File: src/rtl/matmul_sequencer_if.sv
// Operand-memory, multiply-unit and result-memory bus of the matmul sequencer.
// master = sequencer side; slave = memories and multiply unit.
interface matmul_sequencer_if #(
  parameter int unsigned M  = 2,
  parameter int unsigned N  = 2,
  parameter int unsigned P  = 2,
  parameter int unsigned DW = 32
);
  localparam int unsigned AAW = (M * N > 1) ? $clog2(M * N) : 1;
  localparam int unsigned BAW = (N * P > 1) ? $clog2(N * P) : 1;
  localparam int unsigned CAW = (M * P > 1) ? $clog2(M * P) : 1;
  localparam int unsigned CW  = 2 * DW + $clog2(N);

  logic [AAW-1:0]  a_addr;
  logic [DW-1:0]   a_data;
  logic [BAW-1:0]  b_addr;
  logic [DW-1:0]   b_data;
  logic            mul_start;
  logic [DW-1:0]   mul_a;
  logic [DW-1:0]   mul_b;
  logic [2*DW-1:0] mul_product;
  logic            mul_done;
  logic            c_we;
  logic [CAW-1:0]  c_addr;
  logic [CW-1:0]   c_data;

  modport master (
    output a_addr, b_addr, mul_start, mul_a, mul_b, c_we, c_addr, c_data,
    input  a_data, b_data, mul_product, mul_done
  );

  modport slave (
    input  a_addr, b_addr, mul_start, mul_a, mul_b, c_we, c_addr, c_data,
    output a_data, b_data, mul_product, mul_done
  );
endinterface

File: src/rtl/matmul_sequencer.sv
// Control FSM for C = A x B over a shared start/done multiply unit.
// Optional multiply timeout enabled by defining MMS_TIMEOUT_EN.
module matmul_sequencer #(
  parameter int unsigned M       = 2,
  parameter int unsigned N       = 2,
  parameter int unsigned P       = 2,
  parameter int unsigned DW      = 32,
  parameter int unsigned TIMEOUT = 128
) (
  input  logic clk,
  input  logic reset_n,
  input  logic start,
  output logic busy,
  output logic done,
  output logic error,
  matmul_sequencer_if.master bus
);
  localparam int unsigned AAW = (M * N > 1) ? $clog2(M * N) : 1;
  localparam int unsigned BAW = (N * P > 1) ? $clog2(N * P) : 1;
  localparam int unsigned CAW = (M * P > 1) ? $clog2(M * P) : 1;
  localparam int unsigned CW  = 2 * DW + $clog2(N);
  localparam int unsigned IW  = (M > 1) ? $clog2(M) : 1;
  localparam int unsigned JW  = (P > 1) ? $clog2(P) : 1;
  localparam int unsigned KW  = (N > 1) ? $clog2(N) : 1;

  if (M == 0 || N == 0 || P == 0 || DW == 0 || TIMEOUT == 0) begin : g_param_check
    $error("matmul_sequencer: all parameters must be non-zero");
  end

  typedef enum logic [2:0] {
    IDLE,
    FETCH,
    RDWAIT,
    MREQ,
    MWAIT,
    WRITE,
    DONE
  } state_t;

  state_t        state;
  logic [IW-1:0] i, ni;
  logic [JW-1:0] j, nj;
  logic [KW-1:0] k;
  logic [CW-1:0] acc;
  logic [CW-1:0] acc_sum;
  logic          k_last;
  logic          ij_last;

`ifdef MMS_TIMEOUT_EN
  localparam int unsigned TW = $clog2(TIMEOUT + 1);
  logic [TW-1:0] tcnt;
`else
  assign error = 1'b0;
`endif

  always_comb begin
    acc_sum = acc + CW'(bus.mul_product);
    k_last  = (k == KW'(N - 1));
    ij_last = (i == IW'(M - 1)) && (j == JW'(P - 1));
    nj      = (j == JW'(P - 1)) ? '0 : j + JW'(1);
    ni      = i;
    if (j == JW'(P - 1)) begin
      ni = (i == IW'(M - 1)) ? '0 : i + IW'(1);
    end
  end

  // Registered outputs are loaded on the transition into the state that owns
  // them: addresses are valid during FETCH, operands and mul_start during
  // MREQ, and c_we/c_addr/c_data during WRITE.
  always_ff @(posedge clk or negedge reset_n) begin
    if (!reset_n) begin
      state           <= IDLE;
      i               <= '0;
      j               <= '0;
      k               <= '0;
      acc             <= '0;
      busy            <= 1'b0;
      done            <= 1'b0;
      bus.a_addr      <= '0;
      bus.b_addr      <= '0;
      bus.mul_start   <= 1'b0;
      bus.mul_a       <= '0;
      bus.mul_b       <= '0;
      bus.c_we        <= 1'b0;
      bus.c_addr      <= '0;
      bus.c_data      <= '0;
`ifdef MMS_TIMEOUT_EN
      error           <= 1'b0;
      tcnt            <= '0;
`endif
    end else begin
      bus.mul_start <= 1'b0;
      bus.c_we      <= 1'b0;
      done          <= 1'b0;
      case (state)
        IDLE: begin
          if (start) begin
            state      <= FETCH;
            busy       <= 1'b1;
            i          <= '0;
            j          <= '0;
            k          <= '0;
            acc        <= '0;
            bus.a_addr <= '0;
            bus.b_addr <= '0;
`ifdef MMS_TIMEOUT_EN
            error      <= 1'b0;
`endif
          end
        end
        FETCH: state <= RDWAIT;
        RDWAIT: begin
          bus.mul_a     <= bus.a_data;
          bus.mul_b     <= bus.b_data;
          bus.mul_start <= 1'b1;
          state         <= MREQ;
        end
        MREQ: begin
          state <= MWAIT;
`ifdef MMS_TIMEOUT_EN
          tcnt  <= '0;
`endif
        end
        MWAIT: begin
          if (bus.mul_done) begin
            acc <= acc_sum;
            if (k_last) begin
              bus.c_we   <= 1'b1;
              bus.c_addr <= CAW'(32'(i) * P + 32'(j));
              bus.c_data <= acc_sum;
              state      <= WRITE;
            end else begin
              k          <= k + KW'(1);
              bus.a_addr <= AAW'(32'(i) * N + 32'(k) + 1);
              bus.b_addr <= BAW'((32'(k) + 1) * P + 32'(j));
              state      <= FETCH;
            end
          end
`ifdef MMS_TIMEOUT_EN
          else if (tcnt == TW'(TIMEOUT - 1)) begin
            error <= 1'b1;
            done  <= 1'b1;
            busy  <= 1'b0;
            state <= DONE;
          end else begin
            tcnt <= tcnt + TW'(1);
          end
`endif
        end
        WRITE: begin
          acc <= '0;
          k   <= '0;
          i   <= ni;
          j   <= nj;
          if (ij_last) begin
            done  <= 1'b1;
            busy  <= 1'b0;
            state <= DONE;
          end else begin
            bus.a_addr <= AAW'(32'(ni) * N);
            bus.b_addr <= BAW'(32'(nj));
            state      <= FETCH;
          end
        end
        DONE: state <= IDLE;
        default: state <= IDLE;
      endcase
    end
  end
endmodule

File: src/flat_wrapper.sv
// flat-port wrapper written by rule: the top's interface ports become plain ports
module matmul_sequencer_flat 
#(
  parameter int unsigned M       = 2,
  parameter int unsigned N       = 2,
  parameter int unsigned P       = 2,
  parameter int unsigned DW      = 32,
  parameter int unsigned TIMEOUT = 128
)
  (clk, reset_n, start, busy, done, error, bus_a_addr, bus_b_addr, bus_mul_start, bus_mul_a, bus_mul_b, bus_c_we, bus_c_addr, bus_c_data, bus_a_data, bus_b_data, bus_mul_product, bus_mul_done);
  matmul_sequencer_if #(.M(M), .N(N), .P(P), .DW(DW)) bus_i ();
  input  logic clk;
  input  logic reset_n;
  input  logic start;
  output logic busy;
  output logic done;
  output logic error;
  output wire logic [$bits(bus_i.a_addr)-1:0] bus_a_addr;
  output wire logic [$bits(bus_i.b_addr)-1:0] bus_b_addr;
  output wire logic [$bits(bus_i.mul_start)-1:0] bus_mul_start;
  output wire logic [$bits(bus_i.mul_a)-1:0] bus_mul_a;
  output wire logic [$bits(bus_i.mul_b)-1:0] bus_mul_b;
  output wire logic [$bits(bus_i.c_we)-1:0] bus_c_we;
  output wire logic [$bits(bus_i.c_addr)-1:0] bus_c_addr;
  output wire logic [$bits(bus_i.c_data)-1:0] bus_c_data;
  input wire logic [$bits(bus_i.a_data)-1:0] bus_a_data;
  input wire logic [$bits(bus_i.b_data)-1:0] bus_b_data;
  input wire logic [$bits(bus_i.mul_product)-1:0] bus_mul_product;
  input wire logic [$bits(bus_i.mul_done)-1:0] bus_mul_done;
  assign bus_a_addr = bus_i.a_addr;
  assign bus_b_addr = bus_i.b_addr;
  assign bus_mul_start = bus_i.mul_start;
  assign bus_mul_a = bus_i.mul_a;
  assign bus_mul_b = bus_i.mul_b;
  assign bus_c_we = bus_i.c_we;
  assign bus_c_addr = bus_i.c_addr;
  assign bus_c_data = bus_i.c_data;
  assign bus_i.a_data = bus_a_data;
  assign bus_i.b_data = bus_b_data;
  assign bus_i.mul_product = bus_mul_product;
  assign bus_i.mul_done = bus_mul_done;
  matmul_sequencer #(.M(M), .N(N), .P(P), .DW(DW), .TIMEOUT(TIMEOUT)) u_core (.clk(clk), .reset_n(reset_n), .start(start), .busy(busy), .done(done), .error(error), .bus(bus_i));
endmodule
File: config.mk
export PLATFORM = sky130hd
export DESIGN_NAME = matmul_sequencer_flat
export DESIGN_NICKNAME = d
export VERILOG_FILES = /design/src/rtl/matmul_sequencer_if.sv /design/src/rtl/matmul_sequencer.sv /design/src/flat_wrapper.sv
export SDC_FILE = /design/constraint.sdc
export NUM_CORES = 1
export LEC_CHECK = 0
export ABC_AREA = 1
export CAP_MARGIN = 30
export CORE_ASPECT_RATIO = 0.7
export CORE_MARGIN = 5
export CORE_UTILIZATION = 37
export DETAILED_ROUTE_END_ITERATION = 10
export PLACE_DENSITY = 0.6
export SETUP_SLACK_MARGIN = 0.05
export SLEW_MARGIN = 10
export SYNTH_ARGS = -nofsm -noshare
export SYNTH_HDL_FRONTEND = slang
export SYNTH_SLANG_ARGS = --single-unit
File: constraint.sdc
create_clock -name clk -period 3.9 [get_ports clk]
set_input_delay 0.78 -clock clk [delete_from_list [all_inputs] [get_ports clk]]
set_output_delay 0.78 -clock clk [all_outputs]
set_load 0.02 [all_outputs]
==> summary.md, run 1 <==
| Metric | Value |
|---|---|
| Worst reg2reg path depth | 16 |
| Tmin final | 3.068 ns |
| # placed instances | 2870 |
| Diodes inserted | 0 |
| Wire length of the first global-routing pass | 76.82 mm |
| Mapped cell area | 0.01378 sq mm |
| Die Area | 0.04127 sq mm |
| Initial antenna violation count | 1 |
| Chip width | 240.7 microns |
| CTS tree | done |
| Drt first pass iters | 5 |
| Synth top area share | 0.3795 |
| Worst R2R Start | u_core.acc[0]$_DFFE_PN0P_ |
| Final Skew | 0.02100 ns |
| Cell mode on critical path | nand2_1 |
| Synth Area in Simple Gates | 0.3877 |
| Worst-path clk slew | 0.06 ns |
| Starting Density | 0.3726 |
| Most instantiated cells after synthesis | nand2_1 (1066), inv_1 (341), dfrtp_1 (209), nand3_1 (121), nor2_1 (107) |
| Pwr dens | 719.7 mW/mm^2 |
| Via density | 4.772 |
| Area share of fa/ha/maj cells after synthesis | 0.06046 |
| Outcome | completed |
| Post-synth cell types | 33 |
| Post-synthesis xor/xnor area fraction | 0.01970 |
| Fin cells | 2914 |
| Compound-Gate Fraction of Synth Area | 0.03849 |
| Routed wire per std cell | 17.41 microns |
| Half-perimeter wire length after placement | 40.10 mm |
| Final critical-path share of the clock period | 0.7868 |
| Critical path required time | 4.33 ns |
| Number of global-route vias before repair | 13.30k |
| Max Cap Viol | 0 |
| Number of buffers created by CTS | 24 |
| Worst min path class | in -> async |
| Std-Cell Rows | 59 |
| Layout cells sized above 1 | 0.02968 |
| Cell taking the most area after synthesis | dfrtp_1 |
| Final TNS setup | 0 ns |
| Core ar. | 0.03698 sq mm |
| Setup Buffers After CTS | 0 |
| Grt total ovfl | 0 |
| R2R setup slack | 1.17 ns |
| Routability Congestion | 0.9547 |
| Asr flop ratio synth | 1.000 |
| GRT Total Usage | 0.2404 |
| Synth area leaders | dfrtp_1 (38%), nand2_1 (29%), inv_1 (9.3%) |
| CP Cell Sequence | clkdlybuf4s50_1 -> ha_1 -> inv_1 -> fa_1 -> inv_1 -> nand2_1 -> nand2_1 -> and2_1 -> nand3_1 -> nand2_1 -> nand2_1 -> nand2_1 -> nand2_1 -> nand2_1 -> nand2_1 -> nand3_1 -> nand2_1 |
| Detailed Route WL | 50.75 mm |
| Root Buffer | clkbuf_16 |
| Most common flop cell mapped by yosys | dfrtp_1 |
| VDD IR max | 0.4186 mV |
| Slew HR | 0.3942 |
| Largest family of logic cells by synthesized area | simple AND/OR/NAND/NOR gates |
| CP Launch Type | input pin |
| Post-synth EDFFs | 0 |
| Drt drc | 0 |
| Crit-path max cell delay | 0.46 ns |
| Seq/Total Area, Yosys | 0.3795 |
| Most frequent cell after synthesis | nand2_1 |
| Die height | 171.5 microns |
| Worst-Skew Late Latency | 0.56 ns |
| Number of nets in the layout | 2607 |
| Reg2reg end | u_core.bus.c_data[44]$_DFFE_PN0P_ |
| LEAKAGE | 9.992 nW |
| Largest net degree at the start of global routing | 87 |
| Number of register bits inferred by synthesis | 209 |
| 1st-iter DRT viols | 1000 |
| Syn Nets | 2346 |
| Resize count post-CTS | 0 |
| Critical Path Sink Type | flip-flop |
| Avg Cell Area, Syn | 6.416 sq um |
| P&R area growth vs syn | 29.39% |
| H-tree Lvls | 1 |
| Via count | 13.91k |
| Crit-path slowest cell | clkdlybuf4s50_1 |
| Hold_buf cts | 0 |
| Worst setup path class | in -> reg |
| Clock Sinks | 209 |
| DRT antenna net count | 0 |
| Final setup viols | 0 |
| Fin Hold WS | 0.1584 ns |
| Post-synthesis mux area share | 0 |
| Critical path fanouts, max | 3 |
| Warnings from Yosys | 0 |
| Clk buf depth | 3 |
| IO Port Bufs | 270 |
| Fmax | 325.9 MHz |
| RSZ-0062 raised after global routing | false |
| Worst EP arrival | 3.50 ns |
| Slew @ Worst Pin | 0.9087 ns |
| Gate Count Post-Synth | 2148 |
| # fillers | 3779 |
| Top Ports | 272 |
| Max-slew violations | 0 |
| Final Hold Vio Count | 0 |
==> state kept, by name, indices dropped and copies added (netlist names) <==
| name | cells |
|---|---|
| u_core.acc | 65 |
| u_core.bus.a_addr | 2 |
| u_core.bus.b_addr | 1 |
| u_core.bus.c_addr | 2 |
| u_core.bus.c_data | 65 |
| u_core.bus.c_we | 1 |
| u_core.bus.mul_a | 32 |
| u_core.bus.mul_b | 32 |
| u_core.bus.mul_start | 1 |
| u_core.busy | 1 |
| u_core.done | 1 |
| u_core.i | 1 |
| u_core.j | 1 |
| u_core.k | 1 |
| u_core.state | 3 |
==> per-stage QoR <==
| step | setup slack [ns] | instance area, sq um | power (mW) | util |
|---|---|---|---|---|
| floorplan | 1.461 | 13780 | 7.415 | - |
| global placement | 0.4126 | 16950 | 10.23 | 0.4582 |
| detailed placement | 0.3602 | 16950 | 10.29 | 0.4582 |
| CTS | 0.9485 | 17800 | 12.86 | 0.4814 |
| global route | 0.6660 | 17830 | 13.76 | 0.4822 |
| finish | 0.8316 | 17830 | 12.83 | 0.4822 |
==> cells by family after synthesis <==
family,after synthesis
other,1
AO/OA/AOI/OAI,102
XOR/XNOR,31
adder cells (fa/ha/maj),66
AND/OR/NAND/NOR,1346
flip-flops,209
buffers and inverters,393
==> final cells by class <==
type	count	area (sq um)	share of cell area
Tap cell	488	610.6	0.03424
Clock inverter	11	176.4	0.009893
Timing Repair Buffer	279	2833	0.1589
Sequential cell	209	5230	0.2933
Multi-Input combinational cell	1546	6992	0.3921
Clock buffer	32	680.7	0.03817
Inverter	349	1310	0.07346
==> routing by layer <==
metal / GRT usage / vias to the layer above / wire (microns)
li1: - / 6983 / -
met1: 0.3693 / 6387 / 24800
met2: 0.3341 / 489 / 19720
met3: 0.07854 / 46 / 5449
met4: 0.03550 / 2 / 772
met5: 0 / - / 7
==> critical path: cells and delay by family <==
| kind | cells | cell delay (ns) |
|---|---|---|
| adders and majority gates | 2 | 0.73 |
| and+or+nand+nor | 12 | 1.30 |
| buffers and inverters | 3 | 0.69 |
==> report_power, final <==
group / leakage (nW) / internal [mW] / switching [mW]
sequential: 2.71 / 3.06 / 0.579
clock: 0.419 / 1.49 / 0.988
combinational: 6.86 / 2.51 / 4.21
==> cells in the final DEF, fill, tap and decap left out, drive strengths merged <==
master / count
nor4: 4
fa: 1
clkdlybuf4s50: 269
dfrtp: 209
nand3: 121
clkbuf: 32
conb: 1
nand4: 9
nor2: 115
inv: 348
or2: 1
o31ai: 1
o22ai: 2
clkinv: 7
and3: 1
nor3: 17
bufinv: 4
nand2: 1066
clkinvlp: 1
ha: 65
nand3b: 8
buf: 10
a21oi: 45
and2: 4
o21ai: 51
a311oi: 1
xnor2: 16
a31oi: 2
xor2: 15
==> how the worst max path moves through the flow <==
stage                                  start                                end  slack [ns]  cells past startpoint
after floorplan           bus_mul_product[0]         u_core.acc[60]$_DFFE_PN0P_        1.46                     16
after global placement    bus_mul_product[0]  u_core.bus.c_data[60]$_DFFE_PN0P_        0.41                     17
after detailed placement  bus_mul_product[0]  u_core.bus.c_data[60]$_DFFE_PN0P_        0.36                     17
after CTS                 bus_mul_product[0]  u_core.bus.c_data[60]$_DFFE_PN0P_        0.95                     17
after global routing      bus_mul_product[0]  u_core.bus.c_data[32]$_DFFE_PN0P_        0.67                     16
final                     bus_mul_product[0]  u_core.bus.c_data[44]$_DFFE_PN0P_        0.83                     17
No activity file was read; power rests on OpenSTA's default activity.
==> run 2: changes to the inputs <==
--- a/config.mk
+++ b/config.mk
@@ -11,7 +11,7 @@
 export CORE_MARGIN = 5
 export CORE_UTILIZATION = 37
 export DETAILED_ROUTE_END_ITERATION = 10
-export PLACE_DENSITY = 0.6
+export PLACE_DENSITY = 0.63
 export SETUP_SLACK_MARGIN = 0.05
 export SLEW_MARGIN = 10
 export SYNTH_ARGS = -nofsm -noshare
==> constraint.sdc (replaced) <==
create_clock -name clk -period 2.8 [get_ports clk]
set_input_delay 0.56 -clock clk [delete_from_list [all_inputs] [get_ports clk]]
set_output_delay 0.56 -clock clk [all_outputs]
set_load 0.02 [all_outputs]
==> run 2 against run 1 <==
  * Power grew 42%
  * First-iteration DRC count grew 19%
  * Clock power grew 36%
  * Via count grew 2.8%
  * Clock-buffer cell count grew 4
  * Utilization grew 2.2 points
  * Register-to-register slack lost 0.79 ns
  * Cell count grew 3.8%
==> summary.md, run 2 (same netlist as run 1, synthesis figures left out) <==
| Metric | Value |
|---|---|
| Tmin final | 2.531 ns |
| Setup Buffers After CTS | 0 |
| Pwr dens | 979.2 mW/mm^2 |
| Final critical-path share of the clock period | 0.9041 |
| Commonest non-fill, non-tap cell in the layout | nand2_1 |
| Number of nets in the layout | 2716 |
| Fmax | 395.0 MHz |
| Via count | 14.30k |
| Cell mode on critical path | nand2_1 |
| Reg2reg end | u_core.bus.c_data[34]$_DFFE_PN0P_ |
| Drt drc | 0 |
| Final Power | 18.25 mW |
| Worst min path class | reg -> reg |
| Critical Path Sink Type | flip-flop |
| Top Ports | 272 |
| Detailed Route WL | 50.86 mm |
| Routed wire per std cell | 16.81 microns |
| H-tree Lvls | 1 |
| Number of buffers created by CTS | 25 |
| Critical path fanouts, max | 3 |
| Max-slew violations | 0 |
| P&R area growth vs syn | 35.21% |
| Die Area | 0.04127 sq mm |
| Root Buffer | clkbuf_16 |
| R2R setup slack | 0.38 ns |
| Worst R2R Start | u_core.acc[9]$_DFFE_PN0P_ |
| Core ar. | 0.03698 sq mm |
| Commonest cells after routing, fill and taps aside | nand2_1 (1066), inv_1 (340), clkdlybuf4s50_1 (269), dfrtp_1 (209), nand3_1 (121) |
| CP Launch Type | input pin |
| Die height | 171.5 microns |
| Starting Density | 0.3726 |
| Clock Sinks | 209 |
| Layout cells sized above 1 | 0.06940 |
| Worst EP arrival | 2.98 ns |
| Drt first pass iters | 5 |
| Chip width | 240.7 microns |
| Resize count post-CTS | 0 |
| Hold_sp | u_core.bus.mul_a[28]$_DFFE_PN0P_ |
| Largest net degree at the start of global routing | 70 |
| Final Skew | 0.02400 ns |
| Worst reg2reg path depth | 12 |
| Wire length of the first global-routing pass | 77.76 mm |
| Slew @ Worst Pin | 0.6712 ns |
| Final Worst Setup Slack | 0.2685 ns |
| Via density | 4.727 |
| Biggest regs | u_core.acc: 65 flops, u_core.bus.c_data: 65 flops |
| Crit-path max cell delay | 0.46 ns |
| Crit-path slowest cell | clkdlybuf4s50_1 |
| DRT antenna net count | 0 |
| LEAKAGE | 10.52 nW |
| Post-Place Worst Slack | -0.2329 ns |
| RSZ-0062 raised after global routing | false |
| Worst Hold Depth | 2 |
| Clk buf depth | 3 |
| IO Port Bufs | 270 |
| Worst-path clk slew | 0.06 ns |
| Std-Cell Rows | 59 |
| Grt total ovfl | 0 |
| Worst-Skew Late Latency | 0.57 ns |
| WP buf/inv | 3 |
| Number of global-route vias before repair | 13.78k |
| CP Cell Sequence | clkdlybuf4s50_1 -> ha_1 -> inv_1 -> fa_1 -> inv_1 -> nand3_1 -> nand3_1 -> nand2_1 -> nand2_1 -> nand3_1 -> nand2_1 -> nand2_1 -> nand3_1 -> nand2_1 |
| Routability Congestion | 1.005 |
| Critical path required time | 3.24 ns |
| Max Cap Viol | 0 |
| Initial antenna violation count | 2 |
| Hold_buf cts | 1 |
| Final Hold Vio Count | 0 |
| VDD IR max | 0.6908 mV |
| CTS tree | done |
| GRT Total Usage | 0.2421 |
| Crit path max-delay family | simple AND/OR/NAND/NOR gates |
| Outcome | completed |
| Half-perimeter wire length after placement | 40.77 mm |
| Worst setup path class | in -> reg |
| Final setup viols | 0 |
| Slew HR | 0.5525 |
| 1st-iter DRT viols | 1194 |
| WHS Endpoint | u_core.bus.mul_a[28]$_DFFE_PN0P_ |
run 2: cell types whose count changed in the layout (fill, tap and decap cells not counted), moves of 2 or more:
| cell | previous run | this run |
|---|---|---|
| buf_12 | 3 | 5 |
| clkbuf_1 | 3 | 8 |
| clkbuf_8 | 5 | 3 |
| buf_4 | 5 | 111 |
run 2: worst max path at each step:
| stage | from | endpoint | slack [ns] | depth (start not counted) |
|---|---|---|---|---|
| after detailed placement | bus_mul_product[0] | u_core.acc[64]$_DFFE_PN0P_ | -0.23 | 18 |
| final | bus_mul_product[0] | u_core.bus.c_data[34]$_DFFE_PN0P_ | 0.27 | 14 |
| after floorplan | bus_mul_product[0] | u_core.acc[60]$_DFFE_PN0P_ | 0.58 | 16 |
| after global placement | bus_mul_product[0] | u_core.acc[48]$_DFFE_PN0P_ | -0.18 | 18 |
| after CTS | bus_mul_product[0] | u_core.acc[64]$_DFFE_PN0P_ | 0.34 | 18 |
| after global routing | bus_mul_product[0] | u_core.bus.c_data[34]$_DFFE_PN0P_ | 0.12 | 14 |
run 2: worst register-to-register path: stages, from the launching register on:
cell and delay (ns):
dfrtp_1 0.38, ha_1 0.35, nand2_1 0.16, nor2_1 0.24
nand3_1 0.09, nand3_1 0.22, nand2_1 0.08, nand2_1 0.17
nand3_1 0.25, nand2_1 0.13, nand2_1 0.07, nand3_1 0.10
nand2_1 0.06
run 2: power by group:
group	internal [mW]	total, mW	switching, mW
clock network	2.01	3.37	1.35
registers	4.26	5.09	0.830
logic	3.88	9.79	5.91
total	10.2	18.2	8.09
run 2: final cells by class:
cell class	instances	area, sq um
Multi-Input combinational cell	1546	6992
Clock inverter	9	141.4
Clock buffer	36	696.9
Fill cell	3713	18350
Inverter	349	1310
Timing Repair Buffer	387	3651
Antenna cell	1	2.502
Sequential cell	209	5230
Tap cell	488	610.6
run 2: per-layer routing:
layer	global-route usage	vias up	wire length (microns)
li1	-	7215	-
met1	0.3654	6480	23990
met2	0.3414	547	20060
met3	0.07613	57	5834
met4	0.04684	0	976
met5	0	-	0
run 2: through the flow:
stage / TNS, ns / hold slack, ns / std cells / utilization / cell area (sq um)
6_report: 0 / 0.4702 / 3025 / 0.5038 / 18630
5_1_grt: 0 / 0.4803 / 3025 / 0.5038 / 18630
4_1_cts: 0 / 0.4719 / 3024 / 0.5038 / 18630
3_5_place_dp: -7.548 / 0.4579 / 2978 / 0.4808 / 17780
3_3_place_gp: -4.735 / 0.4523 / 2978 / 0.4808 / 17780
2_1_floorplan: 0 / 0.2644 / 2148 / - / 13780
